## src/rtl/csa_pipe_adder.sv

```systemverilog
// csa_pipe_adder
//   Pipelined multi-operand adder. NUM_OPS operands of WIDTH bits are
//   registered (S1), reduced by a carry-save tree of 3:2 compressors to a
//   sum/carry pair (S2), and resolved by a carry-propagate add (S3).
//   Fixed 3-cycle latency with a whole-pipeline stall on backpressure.
//
//   Build option: define CSA_SIGNED_EN for two's-complement operands
//   (sign extension in S1); undefined gives unsigned operands.
//
// Ports:
//   clk        rising-edge clock
//   rst_n      synchronous reset, active-low
//   in_valid   operand bundle valid
//   in_ready   bundle accepted this cycle (combinational from out_ready/v3)
//   in_data    operand i at bits [i*WIDTH +: WIDTH]
//   out_valid  out_sum valid
//   out_ready  consumer accepts the result
//   out_sum    sum of all operands, WIDTH+$clog2(NUM_OPS) bits

module csa_pipe_adder #(
  parameter int WIDTH   = 4,
  parameter int NUM_OPS = 3
) (
  input  logic                                clk,
  input  logic                                rst_n,
  input  logic                                in_valid,
  output logic                                in_ready,
  input  logic [NUM_OPS*WIDTH-1:0]            in_data,
  output logic                                out_valid,
  input  logic                                out_ready,
  output logic [WIDTH+$clog2(NUM_OPS)-1:0]    out_sum
);

  localparam int OUT_W = WIDTH + $clog2(NUM_OPS);

  // Vector count after one 3:2 level: each full group of 3 becomes 2,
  // leftovers pass straight through.
  function automatic int next_cnt(input int n);
    return 2 * (n / 3) + (n % 3);
  endfunction

  function automatic int cnt_at(input int n0, input int lvl);
    int n;
    n = n0;
    for (int i = 0; i < lvl; i++) n = next_cnt(n);
    return n;
  endfunction

  function automatic int num_levels(input int n0);
    int n;
    int l;
    n = n0;
    l = 0;
    while (n > 2) begin
      n = next_cnt(n);
      l++;
    end
    return l;
  endfunction

  localparam int NUM_LVL = num_levels(NUM_OPS);

  logic             w_adv;
  logic             r_v1;
  logic             r_v2;
  logic             r_v3;
  logic [OUT_W-1:0] w_ext   [NUM_OPS];
  logic [OUT_W-1:0] r_s1_op [NUM_OPS];
  logic [OUT_W-1:0] w_tree  [NUM_LVL+1][NUM_OPS];
  logic [OUT_W-1:0] r_s2_sum;
  logic [OUT_W-1:0] r_s2_carry;
  logic [OUT_W-1:0] r_out_sum;

  assign w_adv     = !r_v3 || out_ready;
  assign in_ready  = w_adv;
  assign out_valid = r_v3;
  assign out_sum   = r_out_sum;

  // Operand extension to the result width.
  for (genvar i = 0; i < NUM_OPS; i++) begin : g_ext
`ifdef CSA_SIGNED_EN
    assign w_ext[i] = {{(OUT_W-WIDTH){in_data[i*WIDTH+WIDTH-1]}}, in_data[i*WIDTH +: WIDTH]};
`else
    assign w_ext[i] = {{(OUT_W-WIDTH){1'b0}}, in_data[i*WIDTH +: WIDTH]};
`endif
  end

  for (genvar i = 0; i < NUM_OPS; i++) begin : g_lvl0
    assign w_tree[0][i] = r_s1_op[i];
  end

  // Carry-save reduction. Level l holds cnt_at(l) live vectors in the low
  // slots; unused high slots are tied to zero. Carries are shifted left and
  // the bit falling off the top is dropped, which is harmless because the
  // whole sum is computed modulo 2^OUT_W and never overflows it.
  for (genvar l = 0; l < NUM_LVL; l++) begin : g_lvl
    localparam int N = cnt_at(NUM_OPS, l);
    localparam int G = N / 3;
    localparam int R = N - 3 * G;

    for (genvar g = 0; g < G; g++) begin : g_fa
      logic [OUT_W-1:0] w_a;
      logic [OUT_W-1:0] w_b;
      logic [OUT_W-1:0] w_c;
      assign w_a = w_tree[l][3*g];
      assign w_b = w_tree[l][3*g+1];
      assign w_c = w_tree[l][3*g+2];
      assign w_tree[l+1][2*g]   = w_a ^ w_b ^ w_c;
      assign w_tree[l+1][2*g+1] = ((w_a & w_b) | (w_a & w_c) | (w_b & w_c)) << 1;
    end

    for (genvar r = 0; r < R; r++) begin : g_pass
      assign w_tree[l+1][2*G+r] = w_tree[l][3*G+r];
    end

    for (genvar z = 2*G+R; z < NUM_OPS; z++) begin : g_zero
      assign w_tree[l+1][z] = '0;
    end
  end

  // Data registers only capture when their stage receives a valid item,
  // so out_sum keeps the last result across bubbles.
  always_ff @(posedge clk) begin
    if (!rst_n) begin
      r_v1 <= 1'b0;
      r_v2 <= 1'b0;
      r_v3 <= 1'b0;
      for (int i = 0; i < NUM_OPS; i++) r_s1_op[i] <= '0;
      r_s2_sum   <= '0;
      r_s2_carry <= '0;
      r_out_sum  <= '0;
    end else if (w_adv) begin
      r_v1 <= in_valid;
      r_v2 <= r_v1;
      r_v3 <= r_v2;
      if (in_valid) begin
        for (int i = 0; i < NUM_OPS; i++) r_s1_op[i] <= w_ext[i];
      end
      if (r_v1) begin
        r_s2_sum   <= w_tree[NUM_LVL][0];
        r_s2_carry <= w_tree[NUM_LVL][1];
      end
      if (r_v2) begin
        r_out_sum <= r_s2_sum + r_s2_carry;
      end
    end
  end

endmodule
```

## config.mk

```make
export PLATFORM = sky130hd
export DESIGN_NAME = csa_pipe_adder
export DESIGN_NICKNAME = d
export VERILOG_FILES = /design/src/rtl/csa_pipe_adder.sv
export SDC_FILE = /design/constraint.sdc
export NUM_CORES = 1
export LEC_CHECK = 0
export CORE_MARGIN = 2
export CORE_UTILIZATION = 28
export CTS_BUF_LIST = sky130_fd_sc_hd__clkbuf_8
export CTS_CLUSTER_DIAMETER = 40
export DETAILED_ROUTE_END_ITERATION = 7
export DONT_BUFFER_PORTS = 1
export GPL_ROUTABILITY_DRIVEN = 0
export PLACE_DENSITY = 0.47
export SLEW_MARGIN = 40
export SYNTH_ARGS = -nofsm -noshare
export SYNTH_HDL_FRONTEND = slang
export SYNTH_SLANG_ARGS = --single-unit
```

## constraint.sdc

```tcl
create_clock -name clk -period 1.9 [get_ports clk]
set_clock_uncertainty 0.15 [all_clocks]
set_input_delay 0.285 -clock clk [delete_from_list [all_inputs] [get_ports clk]]
set_output_delay 0.285 -clock clk [all_outputs]
set_load 0.02 [all_outputs]
```

==> results_dict.tcl <==
set metrics [dict create \
    drtAntennaViolNets 0 \
    grt_use_total_pct 10.9 \
    pin_count 24 \
    p_total_mw 1.28 \
    drt-total-wl_um 2460 \
    fin_util_pct 32.9 \
    rows 24 \
    syn_nets 146 \
    maxCapViolCount 0 \
    die_w_um 72.6 \
    start_util_pct 29.6 \
    grt_pass1_wl_um 4280 \
    async_flop_share_pct 0 \
    antenna_cells 0 \
    ys_dominant_reg_cell "dfxtp_1" \
    worstPathRequired_ps 1970 \
    worstSkewPairLatency_ps 270 \
    nNetsFinal 152 \
    grt_pass1_vias 882 \
    status "completed" \
    ys_seq_elements 29 \
    root_buffer "clkbuf_8" \
    synth.distinct_cells 26 \
    synth_common_cells "a21oi_1 (17), dfxtp_1 (17), and2_1 (13)" \
    p_leak_nw 0.536 \
    timing.fmax_ghz 0.628 \
    cts_max_path_buffers 2 \
    core-area_mm2 0.00444 \
    drive_gt1_share_pct 10.9 \
    grt_max_degree 19 \
    drt_iter0_drc 24 \
    dieArea_mm2 0.00527 \
    synth.cell_area_mm2 0.00132 \
    routedWlPerCell_um 13.6 \
    power.density_mw_per_mm2 873 \
    synth.top_cell.area_share_pct 27.4 \
    worst_slack_ps 308 \
    hpwlAfterDp_um 1770 \
    syn_inst 122 \
    max_slew_margin_pct 67.4 \
    area_growth_pct 11.1 \
    cts_resized 0 \
    numCtsBuffers 5 \
    worstPathArrival_ps 1670 \
    synth_edf_count 12 \
    synth_area_leader_cell "edfxtp_1" \
    tns_ps 0 \
    startpoint_type "flip-flop" \
    drc 0 \
    period_minus_slack_ps 1590 \
    cts.clk_slew.worst_paths_ps 60 \
    post-route-period-util_pct 83.8 \
    port_buffers 0 \
    dieHeight_um 72.6 \
    fill_cells 478 \
    vdd_ir_drop_max_uv 445 \
    cts_tree "yes" \
    ys_warn_count 0 \
    setup_viol 0 \
    maxSlewViolCount 0 \
    tightest_slew_ps 476 \
    cts_max_level 2 \
    rsz0062_at_grt "false" \
    drtPass1Iterations 4 \
    vias_per_cell 4.95 \
    worstSetupPathType "reg -> reg" \
    antenna_found_initial 0 \
    synth_area_per_cell_um2 10.8 \
    clock_sinks 29 \
    critPathCaptureType "flip-flop" \
    ys_seq_area_share_pct 53.2 \
    pre_cts_slack_ps 341 \
    hold_class "in -> reg" \
    globalRouteOverflowTotal 0 \
    vias 896 \
    fin_hold_ws_ps 53.8 \
    synthTopCellsByArea "edfxtp_1 (27%), dfxtp_1 (26%), fa_1 (7.6%)" \
    cp_max_fo 4 \
    hold_viol 0 \
]
## layout make-up
type                       instances  area, µm²  share of cell area [%]
inverter                           7       26.3                    1.80
clock buffer                       5       68.8                    4.70
sequential                        29        701                    47.9
clock inverter                     3       12.5                   0.855
timing repair buffer               6       47.5                    3.25
multi-input combinational         79        542                    37.0
tap                               52       65.1                    4.45
## final timing paths
kind / startpoint / end / slack [ps] / depth (start not counted)
worst max register to register: r_s2_sum[3] / out_sum[4] / 310 / 4
worst min-delay path: in_data[11] / r_s1_op[0][11] / 50 / 1
worst min register to register: r_s2_sum[0] / out_sum[0] / 330 / 2
worst max-delay path: r_s2_sum[3] / out_sum[4] / 310 / 4
## critical path, stage by stage (launching register included)
cell and delay (ps):
dfxtp_1 310, ha_1 330, a21oi_1 90, a2111oi_0 500
a211o_1 150
## timing repair
item                                   in CTS  in global routing
hold buffers                                1                  0
endpoints found under the hold margin       1                  0
setup buffers                               0                  0
## metrics by stage
step	area, µm²	cells
finish	1460	181
detailed placement	1370	172
global route	1460	181
floorplan	1320	122
global placement	1370	172
CTS	1460	181
## cell usage in the layout (no fill, tap or decap)
cell type      instances
a2111oi_0              1
a211o_1                1
a21oi_1               17
a311oi_1               1
a31o_1                 1
and2_1                13
and3_4                 1
buf_4                  5
clkbuf_8               5
clkinv_1               2
clkinv_2               1
dfxtp_1               17
dlygate4sd3_1          1
edfxtp_1              12
fa_1                   5
ha_1                   3
inv_1                  6
inv_2                  1
nand2_1                6
nand2b_1               1
nand3_1               12
nor2b_1                1
nor2b_4                1
nor3_1                 1
o2111ai_1              1
o21ai_0               12
xnor2_1                1
## power breakdown
part           internal, mW  total [mW]  leakage [nW]  switching, mW
Sequential            0.684       0.706         0.270         0.0212
Clock                 0.246       0.472        0.0430          0.227
Combinational        0.0419      0.0987         0.223         0.0568
## sequential cells by signal, summed over array words and instances, names as in the netlist
name	flops
r_v1	1
r_s2_sum	4
out_valid	1
r_s1_op	12
out_sum	6
r_v2	1
r_s2_carry	4
## routing by layer
layer  track usage (%)  part of all wire, %  vias up
met5                 0                    0        -
met2              14.8                   44       27
met3              4.86                  7.3        5
met1              14.6                   48      424
met4              5.56                  1.5        0
li1                  -                    -      440
## cells by family after synthesis
group / Yosys count / share of synthesized area, %
and+or+nand+nor: 36 / 15.7
AOI/OAI and AO/OA: 34 / 14.4
adders and majority gates: 8 / 10.5
xor gates and xnor gates: 1 / 0.666
DFF: 29 / 53.2
buffers and inverters: 14 / 5.61
Note: power is estimated with default switching activity, not from simulation.
